**config.mk**
```make
export PLATFORM = sky130hd
export DESIGN_NAME = mod7_count_monitor
export DESIGN_NICKNAME = d
export VERILOG_FILES = /design/src/rtl/mod7_count_monitor.sv
export SDC_FILE = /design/constraint.sdc
export NUM_CORES = 1
export LEC_CHECK = 0
export ABC_AREA = 1
export CAP_MARGIN = 20
export CORE_ASPECT_RATIO = 2
export CORE_MARGIN = 2
export CORE_UTILIZATION = 46
export CTS_CLUSTER_DIAMETER = 200
export CTS_CLUSTER_SIZE = 24
export DETAILED_ROUTE_END_ITERATION = 16
export PLACE_DENSITY_LB_ADDON = 0.2
export SLEW_MARGIN = 20
export SYNTH_ARGS = -nofsm -noshare
export SYNTH_HDL_FRONTEND = slang
export SYNTH_SLANG_ARGS = --single-unit
export TNS_END_PERCENT = 50
```
**constraint.sdc**
```tcl
create_clock -name clk -period 1.6 [get_ports clk]
set_input_delay 0.24 -clock clk [delete_from_list [all_inputs] [get_ports clk]]
set_output_delay 0.24 -clock clk [all_outputs]
set_load 0.03 [all_outputs]
```
**src/rtl/mod7_count_monitor.sv**
```systemverilog
// mod7_count_monitor: synchronise, glitch-filter and sequence-check a ripple mod-7 count.
// Define MOD7_MON_SEG_EN to include the seven-segment decoder; otherwise seg is tied low.
module mod7_count_monitor #(
  parameter int STABLE_CYCLES = 2,
  parameter int WRAP_W = 8
) (
  input  logic              clk,
  input  logic              reset,
  input  logic [2:0]        cnt,
  input  logic              clr,
  output logic [2:0]        cnt_q,
  output logic              valid,
  output logic              step,
  output logic              wrap,
  output logic              err,
  output logic [WRAP_W-1:0] wrap_cnt,
  output logic [6:0]        seg
);
  typedef enum logic [1:0] {IDLE, TRACK, ERR} state_t;
  localparam logic [2:0] SC = 3'(STABLE_CYCLES);
  state_t state, st_eff, state_n;
  logic [2:0] s1, s2, stab, succ;
  logic acc, step_n, wrap_n;
  logic [WRAP_W-1:0] wc_b, wc_n;
  always_ff @(posedge clk or negedge reset)
    if (!reset) begin
      s1 <= '0;
      s2 <= '0;
      stab <= '0;
      cnt_q <= '0;
      state <= IDLE;
      step <= 1'b0;
      wrap <= 1'b0;
      wrap_cnt <= '0;
    end else begin
      s1 <= cnt;
      s2 <= s1;
      // s1 != s2 means s2 changes on this edge, so its run length restarts at 1
      stab <= s1 != s2 ? 3'd1 : stab == SC ? SC : stab + 3'd1;
      if (acc) cnt_q <= s2;
      state <= state_n;
      step <= step_n;
      wrap <= wrap_n;
      wrap_cnt <= wc_n;
    end
  // clr leaves ERR before any acceptance on the same edge is judged
  always_comb begin
    st_eff = state == ERR && clr ? TRACK : state;
    acc = stab == SC && (s2 != cnt_q || state == IDLE);
    succ = cnt_q == 3'd6 ? 3'd0 : cnt_q == 3'd7 ? 3'd1 : cnt_q + 3'd1;
    step_n = acc && st_eff == TRACK && s2 == succ;
    wrap_n = step_n && cnt_q == 3'd6;
    state_n = !acc ? st_eff : st_eff == IDLE ? TRACK : st_eff == TRACK && s2 != succ ? ERR : st_eff;
    wc_b = clr ? '0 : wrap_cnt;
    wc_n = wrap_n && !(&wc_b) ? wc_b + WRAP_W'(1) : wc_b;
  end
  assign valid = state != IDLE;
  assign err = state == ERR;
`ifdef MOD7_MON_SEG_EN
  localparam logic [6:0] SEG [0:7] = '{7'h3F, 7'h06, 7'h5B, 7'h4F, 7'h66, 7'h6D, 7'h7D, 7'h07};
  assign seg = valid ? SEG[cnt_q] : 7'h40;
`else
  assign seg = 7'h00;
`endif
endmodule

```
---- Yosys cells after proc, flatten, opt, wreduce, memory -nomap -nowiden ----
Cells that the tools add are included.
storage, ports and cells
  bits in registers ....................... 24
cells by class
  reductions and logical operators ........ 13
  eq/ne operators ......................... 9
  multiplexer cells ....................... 10
  add/sub/neg operators ................... 3
operators with widths
  cell                   number
  $mux W8                2
  $mux W3                4
  $ne A3 B3 Y1           3
  $add A8 B1 Y8 const B  1
  $mux W2                4
  $reduce_and A8 Y1      1
  $logic_and A1 B1 Y1    7
  $add A3 B1 Y3 const B  2
  $eq A3 B3 Y1 const B   2
  $logic_not A2 Y1       2
  $eq A3 B2 Y1 const B   1
  $eq A3 B3 Y1           1
  $eq A2 B1 Y1 const B   1
  $eq A2 B2 Y1 const B   1
  $reduce_bool A2 Y1     1
  $logic_not A1 Y1       1
  $logic_or A1 B1 Y1     1

---- Depth between registers and ports, before layout ----
  depth in word-level cells ............... 9
  mapped depth ............................ 12
  mapped depth without buffers ............ 12

---- Worst setup path before layout ----
No wires, ideal clock.
  kind .................................... reg-to-reg
  start ................................... register cnt_q[0]
  end ..................................... register wrap_cnt[1]
  cell stages (with the launch flop) ...... 11
  path buffers ............................ 0
  required time ........................... 1482 ps
  slack ................................... -235 ps
  arrival time ............................ 1717 ps
  library setup time ...................... 118 ps
  cells stage by stage .................... dfrtp_1 -> ha_1 -> ha_1 -> nand2_1 -> nand2_1 -> nand2_2 -> nand3_4 -> nor2_8 -> nand3_4 -> nand2_1 -> nand2_1
between the ends
  word-level cells in the longest chain between the ends .. 8
ends and longest elaborated chain
  item                                                 RTL line  RTL
  start, declared                                      11        output logic [2:0] cnt_q,
  start signal, assigned                               30        cnt_q <= '0;
  start signal, assigned                               40        if (acc) cnt_q <= s2;
  $add A3 B1 Y3 (tied with other cells)                50        succ = cnt_q == 3'd6 ? 3'd0 : cnt_q == 3'd7 ? 3'd1 : cnt_q + 3'd1;
  $mux W3 or $logic_or A1 B1 Y1 (tied branches)        50, 49
  $mux W3 or $logic_and A1 B1 Y1 (tied branches)       50, 49
  $eq A3 B3 Y1 or $logic_and A1 B1 Y1 (tied branches)  51        step_n = acc && st_eff == TRACK && s2 == succ;
  $logic_and A1 B1 Y1 (*)                              51
  via step_n                                           23        logic acc, step_n, wrap_n;
  $logic_and A1 B1 Y1 (*)                              52        wrap_n = step_n && cnt_q == 3'd6;
  $logic_and A1 B1 Y1 (*)                              55        wc_n = wrap_n && !(&wc_b) ? wc_b + WRAP_W'(1) : wc_b;
  $mux W8 (*)                                          55
  via wc_n[1]                                          24        logic [WRAP_W-1:0] wc_b, wc_n;
  end signal, assigned                                 44        wrap_cnt <= wc_n;
  end, declared                                        16        output logic [WRAP_W-1:0] wrap_cnt,
The timed path passes the listed nets; every way through them passes the cells marked *.
A chain may end at the register's enable or synchronous reset.

---- Worst setup path in the final report ----
  start ................................... register cnt_q[1]
  end ..................................... register wrap_cnt[4]
The elaborated chain is that of the path after synthesis.

==> out/metrics.cfg <==
[timing]
setup_viol = 10
finalCritPeriodShare_pct = 108
period_needed_ns = 1.73
worst_slack_ns = -0.128
skew_ns = 0.00375
rsz0062_at_grt = true
hold_viol = 0
max_freq_mhz = 579
drv_slew = 0

[worst_hold_path]
hold_class = input port to async pin

[route]
antenna_left = 0
drt-total-wl_um = 3580
wl_per_cell_um = 14.0
drc_errors = 0
vias = 1325
drt_first_pass_iters = 5
drtIter0Drc = 28
via_per_inst = 5.18

[floorplanning]
die_h_um = 84.2
core-area_um2 = 3120
core.rowCount = 29
die-area_um2 = 3710
ioPinCount = 28
die_x_um = 44.1
start_util_pct = 47.4

[global_routing]
first_global_vias = 1326
grt-ovfl-total = 0
grt_antenna_before_repair = 0
grt_usage_pct = 21.6
grt_first_pass_wirelength_um = 5860
grt_max_degree = 25

[logic_synthesis]
synth_top_area_share_pct = 40.6
yosysSeqAreaShare_pct = 40.6
syn_area_per_cell_um2 = 8.21
synth_area_leaders = dfrtp_1 41%, nand2_1 12%, inv_1 5.6%
ys_warn_count = 0
synthDistinctLibCells = 27
ys_ff_latch = 24
synthCells = 180
synth_top_area_cell = dfrtp_1
syn_area_um2 = 1480

[final_layout]
final_util_pct = 63.4
fill_cells = 272
fin_nets = 238
regArea_um2 = 604
diodes = 0
multi_input_area_um2 = 786
drive_gt1_share_pct = 28.0
final_area_um2 = 1980
area.growth.synth_to_final_pct = 34.0

[clock_tree]
cts_setup_buffers = 0
cts_made_buffers = 3
cts_tree = done
clock_sinks = 24
clk_latency_ns = 0.27
path_clk_slew_ns = 0.09
clk_path_buf_depth = 2
root_buffer = clkbuf_8
htreeDepth = 1

[setup_path]
crit_slowest_cell = dfrtp_2
cp.buffers_inverters = 2
crit_family = simple AND/OR/NAND/NOR gates
worst-setup-path-type = flop to flop
critPathMaxStageDelay_ns = 0.44
start_kind = flop
cp_data_arrival_time_ns = 1.88
critPathMaxFanout = 7
worstSetupEndpointType = flop
crit_chain = ha_1, inv_1, nand2_1, nand2_1, nand2_1, clkinv_2, nand3_4, nor2_8, nand3_4, nand2_1, nand2_1
critPathMostFrequentCell = nand2_1
cp.required_ns = 1.76

[placement]
io_buffers = 20
hpwl_um = 2910
post_dp_cell_area_um2 = 1880
globalplace.congestion = 0.861

[outcome]
violations = setup timing
status = complete, but fails checks

[power_and_ir_drop]
ir_drop_uv = 618
power.density_nw_per_um2 = 917
power.leakage_uw = 0.00109

[flow_run]
maxCapViolations = 0

## state kept, by name, summed over array words and instances (netlist names)
register and cells:
cnt_q 3, stab 3, wrap 1, step 1, wrap_cnt 8, s2 3, s1 3, state 2
## metrics by stage
stage	power, uW	setup TNS (ns)	instances	worst slack [ns]	hold WS, ns
4_1_cts	1830	-0.974	256	-0.133	0.342
3_5_place_dp	1320	-2.57	252	-0.361	0.385
5_1_grt	1910	-1.68	256	-0.200	0.345
3_3_place_gp	1290	-1.88	252	-0.258	0.378
6_report	1820	-0.945	256	-0.128	0.332
2_1_floorplan	1120	-0.581	186	-0.0774	-0.0556
## logic make-up after synthesis
kind of cell,synth area share [%]
buf+inv,11.2
flops,40.6
compound gates,6.18
xor+xnor,2.37
simple gates,34.3
other cells,0.254
fa+ha+maj,5.08
## cells in the mapped netlist (all sizes together)
cell type,n
buf,8
nand4,7
conb,1
o21bai,1
clkinv,2
nor3,2
nand3,11
dfrtp,24
xnor2,4
a31o,1
inv,25
a21oi,6
ha,6
a211oi,1
o21ai,6
nor2,19
nand2,56
## power breakdown
part / total [uW] / switching, uW / leakage (uW) / internal (uW)
sequential: 719 / 67.8 / 0.000299 / 652
clock: 531 / 196 / 0.0000357 / 334
combinational: 565 / 351 / 0.000760 / 214
total: 1820 / 615 / 0.00109 / 1200
## final timing paths
kind,from,cells past startpoint,slack (ns),to
hold / removal,reset,2,0.33,s2[0]
setup / recovery,cnt_q[1],11,-0.13,wrap_cnt[4]
min in group clk,s1[2],0,0.40,s2[2]
hold reg to reg,s1[2],0,0.40,s2[2]
setup reg to reg,cnt_q[1],11,-0.13,wrap_cnt[4]
max in group asynchronous,reset,2,1.00,cnt_q[0]
## routing by layer
metal,part of all wire [%],wire length (um),vias up,track usage (%)
li1,-,-,641,-
met1,32,1140,614,19.5
met2,61,2170,50,42.8
met3,2.8,100,20,1.94
met4,4.6,165,0,11.0
met5,0,0,-,0
## cell usage in the layout, fill, tap and decap left out, types with 3 or more instances in the layout
cell	instances
nand2_2	6
ha_1	4
dfrtp_2	3
clkdlybuf4s50_1	8
a21oi_1	4
buf_4	22
nand3_4	3
nor2_1	12
dlymetal6s2s_1	4
clkbuf_8	3
dlygate4sd2_1	8
conb_1	7
o21ai_0	6
nand4_1	7
xnor2_1	4
nand3_1	6
dfrtp_1	21
nor2_2	4
nand2_1	48
inv_1	20
inv_2	5
## cell type report
class / instances / area share (%)
multi-input cells: 127 / 39.7
flip-flops and latches: 24 / 30.5
repair buffers: 43 / 19.0
inverters: 27 / 5.18
clock buffers: 3 / 2.09
well taps: 31 / 1.96
clock inverters: 1 / 1.52
## repair_timing
item	CTS	global route
gates resized for setup	9	8
endpoints found under the setup margin	18	15
pin swaps	4	2
hold endpoints to repair	0	0
hold buffers	0	0
Note: power is estimated with default switching activity, not from simulation.
